`config.mk`:
```
export PLATFORM = sky130hd
export DESIGN_NAME = bin_to_bcd_seq
export DESIGN_NICKNAME = d
export VERILOG_FILES = /design/src/rtl/bcd_pkg.sv /design/src/rtl/bin_to_bcd_seq_bcd_digit_adj.sv /design/src/rtl/bin_to_bcd_seq.sv
export SDC_FILE = /design/constraint.sdc
export NUM_CORES = 1
export LEC_CHECK = 0
export CORE_ASPECT_RATIO = 0.7
export CORE_UTILIZATION = 32
export DETAILED_ROUTE_END_ITERATION = 10
export HOLD_SLACK_MARGIN = 0.12
export PLACE_DENSITY = 0.61
export REMOVE_ABC_BUFFERS = 1
export SYNTH_ARGS = -nofsm -noshare
export SYNTH_HDL_FRONTEND = slang
export SYNTH_SLANG_ARGS = --single-unit
```
`constraint.sdc`:
```
create_clock -name clk -period 3.3 [get_ports clk]
set_input_delay 0.825 -clock clk [delete_from_list [all_inputs] [get_ports clk]]
set_output_delay 0.825 -clock clk [all_outputs]
set_load 0.01 [all_outputs]
```
`src/rtl/bcd_pkg.sv`:
```
// Shared defaults, FSM state type and double-dabble adjust constants
// for the sequential binary-to-BCD converter.
package bcd_pkg;

    localparam int WIDTH_DEF  = 8;
    localparam int DIGITS_DEF = 3;

    typedef enum logic {
        IDLE  = 1'b0,
        SHIFT = 1'b1
    } state_t;

    localparam logic [3:0] ADJ_THRESHOLD = 4'd5;
    localparam logic [3:0] ADJ_ADD       = 4'd3;

endpackage

```
`src/rtl/bin_to_bcd_seq_bcd_digit_adj.sv`:
```
// Combinational double-dabble cell: adds 3 to a BCD digit that is
// 5 or more, so the following left shift carries into the next digit.
module bcd_digit_adj
    import bcd_pkg::*;
(
    input  logic [3:0] d,
    output logic [3:0] q
);

    always_comb begin
        q = d;
        if (d >= ADJ_THRESHOLD) begin
            q = d + ADJ_ADD;
        end
    end

endmodule

```
`src/rtl/bin_to_bcd_seq.sv`:
```
// Sequential double-dabble binary-to-BCD converter, one bit per clock.
// Optional BIN2BCD_AUTOSTART_EN: auto-convert when bin_in changes.
module bin_to_bcd_seq
    import bcd_pkg::*;
#(
    parameter int WIDTH  = WIDTH_DEF,
    parameter int DIGITS = DIGITS_DEF
) (
    input  logic                  clk,
    input  logic                  reset,
    input  logic                  start,
    input  logic [WIDTH-1:0]      bin_in,
    output logic                  busy,
    output logic                  done,
    output logic [DIGITS*4-1:0]   bcd_out
);

    localparam int DW = DIGITS * 4;
    localparam int CW = $clog2(WIDTH + 1);
    localparam logic [CW-1:0] LAST = CW'(WIDTH - 1);

    state_t          state_q, state_d;
    logic [CW-1:0]   cnt_q, cnt_d;
    logic [WIDTH-1:0] sh_q, sh_d;
    logic [DW-1:0]   scr_q, scr_d;
    logic [DW-1:0]   bcd_q, bcd_d;
    logic            done_q, done_d;
    logic [DW-1:0]   adj;
    logic            go;

    for (genvar g = 0; g < DIGITS; g++) begin : g_adj
        bcd_digit_adj u_adj (
            .d (scr_q[g*4 +: 4]),
            .q (adj[g*4 +: 4])
        );
    end

`ifdef BIN2BCD_AUTOSTART_EN
    logic [WIDTH-1:0] last_q, last_d;

    assign go = start || (bin_in != last_q);

    always_comb begin
        last_d = last_q;
        if (state_q == IDLE && go) begin
            last_d = bin_in;
        end
    end

    always_ff @(posedge clk or posedge reset) begin
        if (reset) begin
            last_q <= '0;
        end else begin
            last_q <= last_d;
        end
    end
`else
    assign go = start;
`endif

    always_ff @(posedge clk or posedge reset) begin
        if (reset) begin
            state_q <= IDLE;
            cnt_q   <= '0;
            sh_q    <= '0;
            scr_q   <= '0;
            bcd_q   <= '0;
            done_q  <= 1'b0;
        end else begin
            state_q <= state_d;
            cnt_q   <= cnt_d;
            sh_q    <= sh_d;
            scr_q   <= scr_d;
            bcd_q   <= bcd_d;
            done_q  <= done_d;
        end
    end

    always_comb begin
        state_d = state_q;
        cnt_d   = cnt_q;
        sh_d    = sh_q;
        scr_d   = scr_q;
        bcd_d   = bcd_q;
        done_d  = 1'b0;
        unique case (state_q)
            IDLE: begin
                if (go) begin
                    sh_d    = bin_in;
                    scr_d   = '0;
                    cnt_d   = '0;
                    state_d = SHIFT;
                end
            end
            SHIFT: begin
                scr_d = {adj[DW-2:0], sh_q[WIDTH-1]};
                sh_d  = {sh_q[WIDTH-2:0], 1'b0};
                cnt_d = cnt_q + CW'(1);
                // last shift: publish the finished scratch, never partials
                if (cnt_q == LAST) begin
                    bcd_d   = scr_d;
                    done_d  = 1'b1;
                    state_d = IDLE;
                end
            end
        endcase
    end

    always_comb begin
        busy    = (state_q == SHIFT);
        done    = done_q;
        bcd_out = bcd_q;
    end

endmodule

```
# Word level (Yosys, flattened, before mapping)
# Index checks and enable logic that the tools add are counted.
[totals] input_bits=11 regBits=38 out_inout_bits=14
[op_classes] bitwise=1 magnitude_cmp=3 reduce_logical=1 n_eq_ne=2 add_sub_neg=4 mux=14
[ops] operator="$pmux 12 s2" count=1
[ops] operator="$pmux 8 s2" count=1
[ops] operator="$ge 4x3->1 const B" count=3
[ops] operator="$mux 12" count=1
[ops] operator="$mux 4" count=3
[ops] operator="$add 4x2->4 const B" count=2
[ops] operator="$mux 8" count=1
[ops] operator="$pmux 4 s2" count=1
[ops] operator="$add 4x1->4 const B" count=1
[ops] operator="$eq 4x3->1 const B" count=1
[ops] operator="$mux 1" count=4
[ops] operator="$add 3x2->3 const B" count=1
[ops] operator="$mux 3" count=1
[ops] operator="$ne 2x2->1 const B" count=1
[ops] operator="$pmux 1 s2" count=1
[ops] operator="$reduce_and 2->1" count=1
[ops] operator="$not 1->1" count=1

# Longest topological paths before layout
# Gate-level depths: netlist of the first run.
[depth] ltp_word=3 ltp_mapped=6

# Modules after synthesis
# Synthesis of the first run repeated with hierarchy kept, for this count alone.
[hier_totals] cells_unflattened=164 area_unflattened_um2=1866.8
[by_module_without_submodules] mod="bin_to_bcd_seq" cells_per_inst=116 n_inst=1 area_each_um2=1562.7 seq_area_each_um2=950.9
[by_module_without_submodules] mod="bcd_digit_adj" cells_per_inst=16 n_inst=3 area_each_um2=101.3 seq_area_each_um2=0.0

# Least setup slack after synthesis of the first run
# No wires, ideal clock.
[synth_timing] path_type="input-to-reg" start="in start" end="reg cnt_q[2]" arrival_time_ps=1352 setup_time_ps=138 n_path_buf=2 stages=3 path_slack_ps=1811 cell_sequence="buf_2 buf_2 o22ai_1"
[synth_between] elab_chain_cells=1
[synth_lines] item="start: declaration" line="bin_to_bcd_seq.sv:11" source="input logic start,"
[synth_lines] item="$ne 2x2->1 (no source line)"
[synth_lines] item="end signal: assignment" line="bin_to_bcd_seq.sv:71" source="cnt_q <= cnt_d;"
[synth_lines] item="end: declaration" line="bin_to_bcd_seq.sv:23" source="logic [CW-1:0] cnt_q, cnt_d;"
# No other way between the ends.
# A chain may end at the register's enable or synchronous reset.

# Worst setup path in the final report of the first run
[layout_timing] start="reg state_q (netlist: busy)" end="out busy"
[layout_lines] item="start: declaration" line="bin_to_bcd_seq.sv:22" source="state_t state_q, state_d;"
[layout_lines] item="start signal: assignment" line="bin_to_bcd_seq.sv:70" source="state_q <= state_d;"
[layout_lines] item="end: declaration" line="bin_to_bcd_seq.sv:13" source="output logic busy,"
# No word-level cell between the ends.

==> impl_results.md, run 1 <==
* Total Power at 0.00205 W
* Io pins at 25
* Worst hold-check path type: flop to flop
* Die ar. at 5790 um2
* NumNets Final at 216
* Global-route wire length before repair at 5860 um
* Row Count at 22
* Ant. Diodes at 0
* Critical path's largest stage delay at 0.58 ns
* Core Region at 5260 um2
* Max cap viols at 0
* Fraction of layout cells with a size suffix above 1 at 7.58%
* Clock sinks at 38
* CTS resizes at 0
* Critical Path RT at 2.47 ns
* CP Buf/Inv Count at 2
* Peak VDD IR at 0.000291 V
* DRC Markers at 0
* Yosys reg bits at 38
* Root Driver: clkbuf_8
* Routed wire per std cell at 12.1 um
* Ranking of synthesized cells by area: dfrtp_1 (54%), nand2_1 (7.1%), ha_1 (5.0%), mux2i_1 (4.6%), o22ai_1 (3.6%)
* Worst path top cell family by delay: buffers and inverters
* Final Hold Slack at 0.484 ns
* DR top layer: met4
* Initial antenna violation count at 0
* Routed vias/inst at 4.63
* Synth warnings at 0
* CP Launch Point: busy$_DFF_PP0_
* Global-route total usage across every layer at 12.8%
* Total negative slack at 0 ns
* P&R area growth vs syn at 22.2%
* Area leader, netlist: dfrtp_1
* Reg2reg end: bcd_out[0]$_DFFE_PP0P_
* Die height at 64.0 um
* Reg2reg path depth at 4
* Fmax at 446 MHz
* Post-DP HPWL at 2240 um
* Die width at 90.6 um
* Port bufs at 24
* Unique masters post-synth at 27
* Hold Violations, Final at 0
* Syn_area_per_cell at 10.2 um2
* Vias at 1250
* WP data arrival at 1.42 ns
* Pwr/cell area at 954 nW/um2
* Fin crit share at 68.0%
* M1 WL at 1760 um
* WS Path Type: flop to primary output
* DP Worst Slack at 0.870 ns
* Slowest stage cell on the critical path: clkdlybuf4s50_1
* Remaining antenna violation count after routing at 0
* TritonCTS buffer count at 5
* DR iter-0 viols at 15
* Met3 wire length at 177 um
* WP depth at 2
* CP Capture Point: busy
* Skew final at 0.00422 ns
* Status: complete, no violations
* Worst slew pin tran at 0.734 ns
* Setup bufs post-CTS at 0
* Pin count of the biggest net entering global routing at 39
* Leakage at 0.942 nW
* Critical Path, Cell by Cell: buf_4 -> clkdlybuf4s50_1
* Reg2Reg Launch Point: busy$_DFF_PP0_
* Max Slew Vio Count at 0
* RD Place Congestion at 0.746
* Sequential area share after synthesis at 54.1%
* Tmin final at 2.24 ns
* Post-synth top area share at 54.1%
* Critical Path End Type: primary output
* Total wire length at 3270 um
* Reg clk slew, reported paths at 0.07 ns
* Effective utilization at floorplan at 33.4%
* Cells after synthesis at 172
* H-tree levels at 2
* Vias in the first global route at 1225
* RSZ-0062 raised after global routing: false
* Slew margin rel. at 50.9%
* Latest clock arrival within the worst-skew pair at 0.28 ns
* Setup slack, reg-to-reg at 1.60 ns
* Critical Path Fanout Max at 23
* Total congestion overflow at 0
* DR pass1 iterations at 4
* Setup ws final at 1.06 ns
* CTS tree: done
* CP Launch Type: flop
* Mapped Area at 1760 um2
* Post-CTS Hold Buffers at 0
* Met2 wire length at 1320 um
* Setup violators final at 0
* Worst-case clock buffer depth at 2
[worst min-delay path: cells and delay by family (launching register included)]
kind / cells / cell delay (ns)
and+or+nand+nor: 1 / 0.05
DFF: 1 / 0.34
AOI/OAI and AO/OA: 1 / 0.06
[cell type report]
class	count	area, um2
inverters	9	33.8
flip-flops and latches	38	951
multi-input cells	117	733
well taps	72	90.1
clock buffers	7	76.3
repair buffers	27	263
fillers	517	3110
[cell usage in the layout, fill, tap and decap left out, drive strengths merged]
master,Yosys,layout
clkbuf,1,7
a31oi,1,1
nor3b,5,5
o22ai,10,10
a22o,1,1
nor2,3,3
inv,9,9
clkdlybuf4s50,0,24
buf,7,3
nand2b,3,3
xnor2,4,4
nand2,33,33
o21ai,24,24
nand3,2,2
nor3,1,1
mux2,4,4
o31ai,1,1
and2b,1,1
dfrtp,38,38
mux2i,8,8
a21oi,8,8
ha,7,7
nand4,1,1
[cell families after synthesis]
logic type	Yosys count	share of synthesized area (%)
adder cells (fa/ha/maj)	7	4.99
buffers and inverters	17	4.13
AO/OA/AOI/OAI	45	14.6
XOR/XNOR	4	1.99
AND/OR/NAND/NOR	49	12.8
flip-flops	38	54.1
multiplexers	12	7.34
[worst min-delay path by stage]
stage | startpoint | to | depth (start not counted)
2_1_floorplan | sh_q[6]$_DFFE_PP0P_ | sh_q[7]$_DFFE_PP0P_ | 2
3_5_place_dp | sh_q[5]$_DFFE_PP0P_ | sh_q[6]$_DFFE_PP0P_ | 2
3_3_place_gp | sh_q[5]$_DFFE_PP0P_ | sh_q[6]$_DFFE_PP0P_ | 2
6_report | bcd_out[4]$_DFFE_PP0P_ | bcd_out[4]$_DFFE_PP0P_ | 2
4_1_cts | sh_q[5]$_DFFE_PP0P_ | sh_q[6]$_DFFE_PP0P_ | 2
5_1_grt | bcd_out[4]$_DFFE_PP0P_ | bcd_out[4]$_DFFE_PP0P_ | 2
[cells in the mapped netlist]
library cell / count
o21ai_1: 12
o21ai_0: 12
nand3_1: 1
mux2_4: 1
nor2_1: 3
a21oi_2: 3
nand3_2: 1
mux2_2: 2
o31ai_1: 1
and2b_1: 1
mux2i_1: 8
nor3_1: 1
a31oi_1: 1
o22ai_1: 10
clkbuf_1: 1
nand2b_1: 3
ha_1: 7
dfrtp_1: 38
xnor2_1: 4
nand2_1: 33
a22o_1: 1
a21oi_1: 5
mux2_1: 1
buf_2: 7
nand4_1: 1
nor3b_1: 5
inv_1: 9
[per-layer routing]
metal  GRT usage (%)  vias up
li1                -      637
met1            17.9      584
met2            18.3       27
met3            4.76        2
met4            4.03        0
met5               0        -
[sequential cells by signal, summed over array words and instances, names as in the netlist]
signal,cells
scr_q,12
sh_q,8
cnt_q,4
busy,1
bcd_out,12
done,1
[metrics by stage]
step	utilization, %	instances	area, um2
final	40.8	270	2150
after global routing	40.8	270	2150
after CTS	40.8	270	2150
after detailed placement	39.4	263	2070
after global placement	39.4	263	2070
after floorplan	-	164	1720
[report_power, final]
part / switching, W / internal [W] / leakage [nW]
Clock: 0.000156 / 0.000146 / 0.0383
Sequential: 0.000148 / 0.000668 / 0.485
Combinational: 0.000471 / 0.000459 / 0.419
No activity file was read; power rests on OpenSTA's default activity.
==> run 2: changes to the inputs <==
==> constraint.sdc (replaced) <==
create_clock -name clk -period 2.1 [get_ports clk]
set_input_delay 0.525 -clock clk [delete_from_list [all_inputs] [get_ports clk]]
set_output_delay 0.525 -clock clk [all_outputs]
set_load 0.01 [all_outputs]
==> run 2 against run 1 <==
Routed wire length fell by 0.73%. Clock power rose by 68%. Setup slack got worse by 0.69 ns. Global-route usage fell by 0.76 points. Register-to-register slack got worse by 1.1 ns. Final cell count rose by 1.5%. Combinational power rose by 60%. Core utilization rose by 0.71 points. Critical path depth fell by 1. Critical endpoint is now bcd_out[1].
==> impl_results.md, run 2 (synthesis results as in run 1) <==
* WP depth at 1
* Total negative slack at 0 ns
* Vias in the first global route at 1187
* Reg clk slew, reported paths at 0.07 ns
* Row Count at 22
* Critical Path End Type: primary output
* NetSw at 0.00122 W
* Setup violators final at 0
* Effective utilization at floorplan at 33.4%
* Post-DP HPWL at 2250 um
* Critical path's largest stage delay at 0.55 ns
* Die height at 64.0 um
* NumNets Final at 219
* CP Capture Point: bcd_out[1]
* Slowest stage cell on the critical path: clkdlybuf4s50_1
* RD Place Congestion at 0.739
* DP Worst Slack at 0.369 ns
* Skew final at 0.00531 ns
* Setup ws final at 0.367 ns
* Io pins at 25
* CP Launch Type: flop
* Remaining antenna violation count after routing at 0
* Dpl cell area at 2090 um2
* Comb power frac at 45.4%
* Port bufs at 24
* Slew margin rel. at 68.0%
* Leakage at 0.966 nW
* Total congestion overflow at 0
* Most common cell after layout, fill and taps aside: dfrtp_1
* CP Launch Point: bcd_out[1]$_DFFE_PP0P_
* WP data arrival at 1.21 ns
* Initial antenna violation count at 0
* Global-route wire length before repair at 5490 um
* Peak VDD IR at 0.000464 V
* Worst path top cell family by delay: buffers and inverters
* Latest clock arrival within the worst-skew pair at 0.28 ns
* Status: complete, no violations
* Fraction of layout cells with a size suffix above 1 at 9.90%
* Total wire length at 3250 um
* Vias at 1242
* RSZ-0062 raised after global routing: false
* Max Slew Vio Count at 0
* H-tree levels at 2
* Max cap viols at 0
* Worst hold-check path type: flop to flop
* P&R area growth vs syn at 24.4%
* Setup bufs post-CTS at 0
* Pwr/cell area at 1500 nW/um2
* Pin count of the biggest net entering global routing at 39
* Critical Path Fanout Max at 2
* P_int at 0.00206 W
* DR pass1 iterations at 4
* Clock power share at 15.4%
* Global-route total usage across every layer at 12.1%
* CTS resizes at 0
* Critical Path RT at 1.57 ns
* Reg2Reg Launch Point: scr_q[4]$_DFFE_PP0P_
* Fmax at 577 MHz
* DRC Markers at 0
* Worst-case clock buffer depth at 2
* Worst slew pin tran at 0.480 ns
* Post-CTS Hold Buffers at 0
* DR iter-0 viols at 54
* Sequential fraction of design power at 39.1%
* Hold Violations, Final at 0
* Root Driver: clkbuf_8
* Critical Path, Cell by Cell: clkdlybuf4s50_1
* Routed wire per std cell at 11.9 um
* Fin crit share at 82.5%
* Tmin final at 1.73 ns
* TritonCTS buffer count at 5
* Ant. Diodes at 0
* Core Region at 5260 um2
* CP Buf/Inv Count at 1
* Routed vias/inst at 4.53
* WS Path Type: flop to primary output
* Clock sinks at 38
* Setup slack, reg-to-reg at 0.50 ns
* Die width at 90.6 um
* Reg2reg path depth at 6
* Sw Ratio at 37.3%
* Commonest non-fill, non-tap cells in the layout: dfrtp_1 (38), nand2_1 (33), clkdlybuf4s50_1 (24)
* Die ar. at 5790 um2
* Post-Layout Inst Area at 2180 um2
* CTS tree: done
* Reg2reg end: scr_q[6]$_DFFE_PP0P_
-- run 2: stage by stage --
step	std cells	hold slack, ns	utilization [%]	power [W]
after detailed placement	266	0.478	39.8	0.00281
after CTS	274	0.495	41.6	0.00333
after floorplan	164	0.449	-	0.00227
after global placement	266	0.465	39.8	0.00276
after global routing	274	0.505	41.6	0.00356
final	274	0.483	41.6	0.00328
-- run 2: per-layer routing --
layer,vias up,global-route usage [%],wire (um)
met3,2,4.29,178
li1,642,-,-
met2,27,17.6,1340
met5,-,0,0
met4,0,3.02,8
met1,571,17.0,1730
-- run 2: area by class of cell --
cell class | instances | area [um2]
Clock inverter | 1 | 5.00
Fill cell | 517 | 3070
Inverter | 9 | 33.8
Multi-Input combinational cell | 117 | 733
Tap cell | 72 | 90.1
Clock buffer | 7 | 86.3
Sequential cell | 38 | 951
Timing Repair Buffer | 30 | 285
-- run 2: worst min-delay path by stage --
stage	startpoint	to	slack, ns	depth (start not counted)
after floorplan	sh_q[6]$_DFFE_PP0P_	sh_q[7]$_DFFE_PP0P_	0.45	2
final	bcd_out[6]$_DFFE_PP0P_	bcd_out[6]$_DFFE_PP0P_	0.48	2
after global routing	sh_q[0]$_DFFE_PP0P_	sh_q[1]$_DFFE_PP0P_	0.51	2
after global placement	bcd_out[6]$_DFFE_PP0P_	bcd_out[6]$_DFFE_PP0P_	0.46	2
after detailed placement	bcd_out[4]$_DFFE_PP0P_	bcd_out[4]$_DFFE_PP0P_	0.48	2
after CTS	bcd_out[4]$_DFFE_PP0P_	bcd_out[4]$_DFFE_PP0P_	0.49	2
-- run 2: power groups by stage --
stage | clock (W) | sequential (W) | combinational [W]
floorplan | 0 | 0.00133 | 0.000934
detailed placement | 0 | 0.00130 | 0.00151
CTS | 0.000522 | 0.00129 | 0.00152
finish | 0.000505 | 0.00128 | 0.00149
global placement | 0 | 0.00129 | 0.00147
global route | 0.000561 | 0.00133 | 0.00167
==> run 3: changes to the inputs <==
--- a/config.mk
+++ b/config.mk
@@ -9,7 +9,7 @@
 export CORE_UTILIZATION = 32
 export DETAILED_ROUTE_END_ITERATION = 10
 export HOLD_SLACK_MARGIN = 0.12
-export PLACE_DENSITY = 0.61
+export PLACE_DENSITY = 0.62
 export REMOVE_ABC_BUFFERS = 1
 export SYNTH_ARGS = -nofsm -noshare
 export SYNTH_HDL_FRONTEND = slang
==> constraint.sdc (replaced) <==
create_clock -name clk -period 1.5 [get_ports clk]
set_input_delay 0.375 -clock clk [delete_from_list [all_inputs] [get_ports clk]]
set_output_delay 0.375 -clock clk [all_outputs]
set_load 0.01 [all_outputs]
==> run 3 against run 2 <==
Final cell count is 4.0% higher. Final area is 9.0% higher. Sequential power grew 42%. Combinational power up 75%. Total power rose by 57%. First-iteration DRC count up 3.7%. Clock skew rose by 0.0039 ns. Critical path type is now flop to flop. Largest cell class unchanged. Largest power group unchanged. Highest routed layer unchanged.
==> impl_results.md, run 3 (synthesis results as in run 1) <==
* Core Region at 5260 um2
* Die ar. at 5790 um2
* Routed vias/inst at 4.55
* Worst-case clock buffer depth at 2
* Clock sinks at 38
* Global-route wire length before repair at 5730 um
* Initial antenna violation count at 0
* Reg2reg end: scr_q[6]$_DFFE_PP0P_
* Effective utilization at floorplan at 33.4%
* Latest clock arrival within the worst-skew pair at 0.29 ns
* M2 GR Usage at 17.8%
* Setup violators final at 0
* Post-Layout Inst Area at 2380 um2
* Pwr/cell area at 2160 nW/um2
* CTS tree: done
* Die width at 90.6 um
* Routed wire per std cell at 11.9 um
* Remaining antenna violation count after routing at 0
* Pin count of the biggest net entering global routing at 39
* GRT busiest layer: met1
* Most common cell after layout, fill and taps aside: dfrtp_1
* Fmax at 684 MHz
* Reg clk slew, reported paths at 0.07 ns
* Commonest non-fill, non-tap cells in the layout: dfrtp_1 (38), nand2_1 (33), buf_4 (15)
* Skew final at 0.00924 ns
* Worst path top cell family by delay: flip-flops
* Final Hold Slack at 0.432 ns
* H-tree levels at 2
* Vias at 1296
* Sequential fraction of design power at 35.3%
* Total congestion overflow at 0
* Global-route total usage across every layer at 12.9%
* DR iter-0 viols at 56
* # placed instances at 276
* Reg2Reg Launch Point: scr_q[4]$_DFFE_PP0P_
* Leakage at 1.09 nW
* Worst hold-check path type: input pin to async pin
* TritonCTS buffer count at 5
* Vias in the first global route at 1237
* Slew margin rel. at 82.6%
* Ant. Diodes at 0
* Critical path's largest stage delay at 0.42 ns
* RSZ-0062 raised after global routing: true
* Hold Violations, Final at 0
* Setup slack, reg-to-reg at 0.04 ns
* Met3 global-route usage at 5.71%
* Tmin final at 1.46 ns
* Post-DP HPWL at 2280 um
* Sw Ratio at 37.6%
* Row Count at 22
* WP data arrival at 1.68 ns
* Dpl cell area at 2190 um2
* CP Launch Type: flop
* DRC Markers at 0
* Total wire length at 3410 um
* P_int at 0.00321 W
* Worst slew pin tran at 0.259 ns
* Fraction of layout cells with a size suffix above 1 at 23.0%
* Peak VDD IR at 0.000727 V
* Critical Path Fanout Max at 4
* Layout Cells excl Fill at 285
* Slowest stage cell on the critical path: dfrtp_1
* DR pass1 iterations at 4
* Comb power frac at 50.7%
* Post-layout util at 45.3%
* NumNets Final at 230
* WS Path Type: flop to flop
* Reg2reg path depth at 5
* Root Driver: clkbuf_8
* RD Place Congestion at 0.741
* Status: complete, no violations
* NetSw at 0.00194 W
* Max Slew Vio Count at 0
* CP Buf/Inv Count at 0
* Clock power share at 14.0%
* Critical Path End Type: flop
* WP depth at 5
* Critical Path, Cell by Cell: ha_2 -> nand2b_4 -> a21oi_4 -> mux2_4 -> o22ai_2
* Max cap viols at 0
* Port bufs at 24
* Total negative slack at 0 ns
* P&R area growth vs syn at 35.6%
* Filler cell count at 501
* Fin crit share at 97.4%
* Die height at 64.0 um
* Met1 Use GR at 18.4%
* Io pins at 25
* Critical Path RT at 1.72 ns
run 3: cell count changes in the layout (fill, tap and decap cells not counted), moves of 3 or more:
cell / previous run / this run
buf_4: 6 / 15
inv_1: 9 / 3
nand2b_1: 3 / 0
ha_1: 7 / 1
dlygate4sd2_1: 0 / 14
nand2b_4: 0 / 3
inv_2: 0 / 6
ha_2: 0 / 3
clkdlybuf4s50_1: 24 / 10
ha_4: 0 / 3
run 3: final cells by class:
class | count | area, um2 | share of cell area, %
Sequential cell | 38 | 951 | 39.9
Timing Repair Buffer | 41 | 375 | 15.8
Tap cell | 72 | 90.1 | 3.78
Multi-Input combinational cell | 117 | 841 | 35.3
Clock buffer | 7 | 86.3 | 3.62
Clock inverter | 1 | 5.00 | 0.210
Inverter | 9 | 33.8 | 1.42
run 3: worst max-delay path by stage:
stage                    startpoint                endpoint  slack (ns)
6_report       scr_q[4]$_DFFE_PP0P_    scr_q[6]$_DFFE_PP0P_        0.04
5_1_grt        scr_q[4]$_DFFE_PP0P_    scr_q[6]$_DFFE_PP0P_       -0.03
4_1_cts        scr_q[4]$_DFFE_PP0P_    scr_q[6]$_DFFE_PP0P_      0.0007
3_5_place_dp                  start     sh_q[3]$_DFFE_PP0P_       -0.07
3_3_place_gp                  start     sh_q[5]$_DFFE_PP0P_       -0.04
2_1_floorplan        busy$_DFF_PP0_  bcd_out[0]$_DFFE_PP0P_       -0.17
run 3: repair_timing:
item,4_1_cts,5_1_grt
resized for setup,16,23
pin swaps,2,4
hold buffers,0,0
setup endpoints to repair,16,10
setup buffers,0,1
run 3: worst reg2reg max path: cells and delay by family (launching register included):
family,cells,cell delay (ns)
adders and majority gates,1,0.20
DFF,1,0.42
and+or+nand+nor,1,0.15
AOI/OAI and AO/OA,2,0.30
muxes,1,0.33
run 3: power groups by stage:
stage / sequential [W] / combinational [W] / clock, W
finish: 0.00182 / 0.00261 / 0.000721
global route: 0.00189 / 0.00291 / 0.000802
CTS: 0.00180 / 0.00229 / 0.000742
detailed placement: 0.00181 / 0.00236 / 0
global placement: 0.00181 / 0.00232 / 0
floorplan: 0.00187 / 0.00131 / 0
run 3: per-stage QoR:
stage	worst slack, ns	total power (W)
floorplan	-0.165	0.00317
global placement	-0.0447	0.00412
detailed placement	-0.0650	0.00417
CTS	0.000688	0.00483
global route	-0.0329	0.00560
finish	0.0390	0.00515
run 3: layer usage:
metal	share of wire [%]	wire [um]	up-vias
met1	53	1800	599
met5	0	0	-
met2	41	1410	27
li1	-	-	668
met4	0.38	13	0
met3	5.4	183	2
==> variant 1, RTL diff (settings of run 3) <==
The option `BIN2BCD_AUTOSTART_EN` is turned on by a define.
--- a/src/rtl/bin_to_bcd_seq.sv
+++ b/src/rtl/bin_to_bcd_seq.sv
@@ -2,2 +2,4 @@
 // Optional BIN2BCD_AUTOSTART_EN: auto-convert when bin_in changes.
+`define BIN2BCD_AUTOSTART_EN
+
 module bin_to_bcd_seq
Check against the original RTL: not equivalent (a bounded check fails within 4 cycles, from zero or initial values and one cycle with reset high).
==> variant 1 against run 3 <==
The flow now finishes with violations (negative setup slack); design area grew 42%; setup slack lost 0.31 ns; power grew 41%; routed wire length grew 67%; utilization grew 4.8 points; sequential cell count grew 8; critical path depth grew 2; area after synthesis grew 27%; non-clock buffer count grew 36.
==> variant 1: results (changes against run 3) <==
.. list-table::
   :header-rows: 1

   * - Metric
     - Value
   * - Count of cells resized by post-cts repair
     - 52 (+36)
   * - HPWL after detailed placement
     - 3.73 mm (+64%)
   * - Met3 usage
     - 3.95% (-1.8 points)
   * - Slack of the critical path
     - -0.274 ns (-0.313 ns)
   * - Inverters
     - 13 (+4)
   * - Failing checks
     - negative setup slack
   * - Fraction of met2 tracks used by global routing
     - 26.8% (+9.0 points)
   * - Run status
     - finished with violations
   * - Placed Cells incl. Taps
     - 367 (+33%)
   * - Syn Inst Count
     - 210 (+22%)
   * - Routed wl met2
     - 2.71 mm (+92%)
   * - Number of storage elements in the synthesis netlist
     - 46 (+21%)
   * - Reg2Reg Depth
     - 7 (+2)
   * - Met1 layer wirelength in the final routing
     - 2.68 mm (+49%)
   * - Post-Route WL
     - 5.67 mm (+67%)
   * - Total routing resource utilization after global routing
     - 16.8% (+3.8 points)
   * - Met1 global-route usage
     - 22.9% (+4.6 points)
   * - RePlAce Congestion
     - 0.839 (+13%)
   * - Endpoint of the most critical setup path
     - scr_q[9]$_DFFE_PP0P_
   * - Final setup vio count
     - 26 (+26)
   * - Clock latency of the later-clocked register in the worst-skew pair
     - 0.31 ns (+0.02 ns)
   * - Share of the final layout cell area in multi-input gates
     - 37.7% (+2.4 points)
   * - Share of synthesized area occupied by flip-flops and latches
     - 51.4% (-2.7 points)
   * - Worst EP arrival
     - 1.99 ns (+0.31 ns)
   * - Remaining max-slew budget at the tightest pin
     - 79.6% (-3.0 points)
   * - Clock Skews
     - 0.0107 ns (+0.00143 ns)
   * - Global-route wire length before repair
     - 9.25 mm (+61%)
   * - Start point of the critical path
     - last_q[1]$_DFFE_PP0P_
   * - Drt initial violations
     - 104 (+86%)
   * - Count of unique library cells instantiated by Yosys
     - 32 (+19%)
variant 1: cell types whose count changed after synthesis, sizes merged, moves of 5 or more:
| cell | run 3 | this run |
|---|---|---|
| a31oi | 1 | 11 |
| clkbuf | 1 | 6 |
| dfrtp | 38 | 46 |
| mux2 | 4 | 12 |
| mux2i | 8 | 1 |
| nand2 | 33 | 21 |
| nand4 | 1 | 9 |
| nor2 | 3 | 8 |
| nor3b | 5 | 0 |
| nor4 | 0 | 5 |
| o21ai | 24 | 17 |
| o22ai | 10 | 4 |
| o31ai | 1 | 8 |
| xnor2 | 4 | 9 |
variant 1: power breakdown:
| part | switching (mW) | internal [mW] | leakage [nW] |
|---|---|---|---|
| registers | 0.452 | 1.81 | 0.570 |
| clock network | 0.455 | 0.668 | 0.0683 |
| logic | 1.89 | 2.00 | 0.866 |
| total | 2.79 | 4.48 | 1.50 |
variant 1: metrics by stage:
stage | hold WS (ns) | utilization, % | setup TNS [ns] | worst slack [ns]
after detailed placement | 0.469 | 43.2 | -16.34 | -0.791
after global routing | 0.421 | 50.1 | -7.51 | -0.356
final | 0.396 | 50.1 | -5.73 | -0.274
after global placement | 0.458 | 43.2 | -15.33 | -0.681
after CTS | 0.406 | 47.4 | -4.48 | -0.224
after floorplan | 0.461 | - | -11.09 | -0.505
variant 1: cells by family after synthesis:
kind of cell	after synthesis	share of synthesized area, %
AND/OR/NAND/NOR	55	13.7
buffers and inverters	22	4.42
flip-flops	46	51.4
XOR/XNOR	13	5.09
AO/OA/AOI/OAI	54	15.0
multiplexers	13	6.48
adder cells (fa/ha/maj)	7	3.91
variant 1: critical path: cells and delay by family, from the launching register on:
kind	cells	cell delay, ns
simple gates	2	0.43
buf+inv	3	0.54
xor+xnor	1	0.16
flops	1	0.42
compound gates	1	0.13
==> variant 2, RTL diff (config.mk and constraints of run 3) <==
Made on the original files. `sh_q` no longer has a reset.
--- a/src/rtl/bin_to_bcd_seq.sv
+++ b/src/rtl/bin_to_bcd_seq.sv
@@ -64,3 +64,2 @@
             cnt_q   <= '0;
-            sh_q    <= '0;
             scr_q   <= '0;
@@ -71,3 +70,2 @@
             cnt_q   <= cnt_d;
-            sh_q    <= sh_d;
             scr_q   <= scr_d;
@@ -76,2 +74,6 @@
         end
+    end
+
+    always_ff @(posedge clk) begin
+        sh_q <= sh_d;
     end
Formal check against the unedited RTL: same outputs for any inputs over 10 cycles, from zero or initial values and one cycle with reset high; that may be too few to reach the edited logic, so the function may still have changed.
==> variant 2 against run 3 <==
Sequential cell count unchanged; count of clock-buffer cells in the layout shrank 2; largest cell class unchanged; critical endpoint is now scr_q[9]$_DFFE_PP0P_; area after synthesis increased by 2.8%; power grew 6.6%; routed wire length grew 2.8%; design area grew 0.79%; setup slack improved by 0.0066 ns.
==> variant 2: results (changes against run 3) <==
.. list-table::
   :header-rows: 1

   * - Metric
     - Value
   * - Adder and majority cell fraction of the synthesized area
     - 4.85% (-0.13 points)
   * - Cells taking the most area after synthesis
     - dfrtp_1 (42%), edfxtp_1 (13%), mux2_2 (5.0%)
   * - Leakage Power
     - 1.10 nW (+0.70%)
   * - Run status
     - completed
   * - Worst setup timing slack at the placement stage
     - 0.0113 ns (+0.0763 ns)
   * - Share of cells above drive strength 1
     - 27.2% (+4.2 points)
   * - Global-route wire length before repair
     - 5.81 mm (+1.3%)
   * - Largest vdd supply drop
     - 0.902 mV (+24%)
   * - Reg2Reg Depth
     - 6 (+1)
   * - Syn_area_per_cell
     - 11.4 um^2 (+12%)
   * - Placed cell areas
     - 2240 um^2 (+2.1%)
   * - Via count of the first global-routing pass
     - 1177 (-4.9%)
   * - Placed Cells incl. Taps
     - 262 (-5.1%)
   * - Clock Skews
     - 0.00845 ns (-0.000790 ns)
   * - Cell types with the highest counts after synthesis
     - dfrtp_1 (30), nand2_1 (21), o21ai_1 (11)
   * - Drt initial violations
     - 50 (-11%)
   * - Post-Route WL
     - 3.50 mm (+2.8%)
   * - Start of the worst register-to-register path
     - scr_q[8]$_DFFE_PP0P_
   * - Parity-gate share of the synthesized area counting xor and xnor cells
     - 1.94% (-0.054 points)
   * - Final Cycle Share
     - 97.0% (-0.44 points)
   * - Layout fillers
     - 524 (+4.6%)
   * - Largest net degree at the start of global routing
     - 31 (-21%)
   * - Share of synthesized area occupied by flip-flops and latches
     - 54.9% (+0.75 points)
   * - RePlAce Congestion
     - 0.772 (+4.2%)
   * - Routed length per placed instance
     - 12.8 um (+6.9%)
   * - Area fraction in compound gates after synthesis
     - 12.0% (-2.6 points)
   * - Asr flop ratio synth
     - 78.9% (-21 points)
   * - Fraction of synthesized area in multiplexers
     - 9.42% (+2.1 points)
   * - HPWL after detailed placement
     - 2.32 mm (+1.9%)
   * - Total routing resource utilization after global routing
     - 13.2% (+0.28 points)
   * - Number of flops mapped to enable cells by yosys
     - 8 (+8)
## variant 2: cell count changes after synthesis, sizes merged, moves of 2 or more
cell / before / now
mux2: 4 / 12
mux2i: 8 / 2
inv: 9 / 11
o21ai: 24 / 16
buf: 7 / 5
dfrtp: 38 / 30
nand2: 33 / 21
nand3: 2 / 5
edfxtp: 0 / 8
o22ai: 10 / 3
nor3: 1 / 5
a21o: 0 / 2
## variant 2: repair_timing
action | CTS | global route
setup endpoints to repair | 15 | 10
buffers inserted | 1 | 3
cloned | 0 | 0
pin swaps | 0 | 4
resized for setup | 14 | 14
## variant 2: report_power, final
group	internal, mW	total (mW)	switching [mW]
Sequential	1.60	1.95	0.353
Combinational	1.52	2.83	1.32
Clock	0.319	0.709	0.390
Total	3.43	5.49	2.06
## variant 2: metal layers
layer	wire length [um]	global-route usage (%)
met5	0	0
met4	54	4.69
met3	140	4.93
met2	1430	18.2
met1	1880	18.8
## variant 2: area by class of cell
class	count	area, um^2	area share, %
repair buffers	42	383	15.9
clock inverters	3	16.3	0.677
well taps	72	90.1	3.75
clock buffers	5	68.8	2.87
multi-input cells	103	811	33.8
flip-flops and latches	38	991	41.3
inverters	11	41.3	1.72
## variant 2: metrics by stage
step	hold slack [ns]	util (%)
finish	0.420	45.0
global route	0.441	45.0
CTS	0.430	43.3
detailed placement	0.458	41.9
global placement	0.457	41.9
floorplan	0.441	-
## variant 2: cells by family (layout without fill, tap and decap cells)
logic type | after synthesis | count (layout)
simple gates | 44 | 44
flops | 38 | 38
compound gates | 34 | 34
buf+inv | 17 | 61
mux | 14 | 14
fa+ha+maj | 7 | 7
xor+xnor | 4 | 4
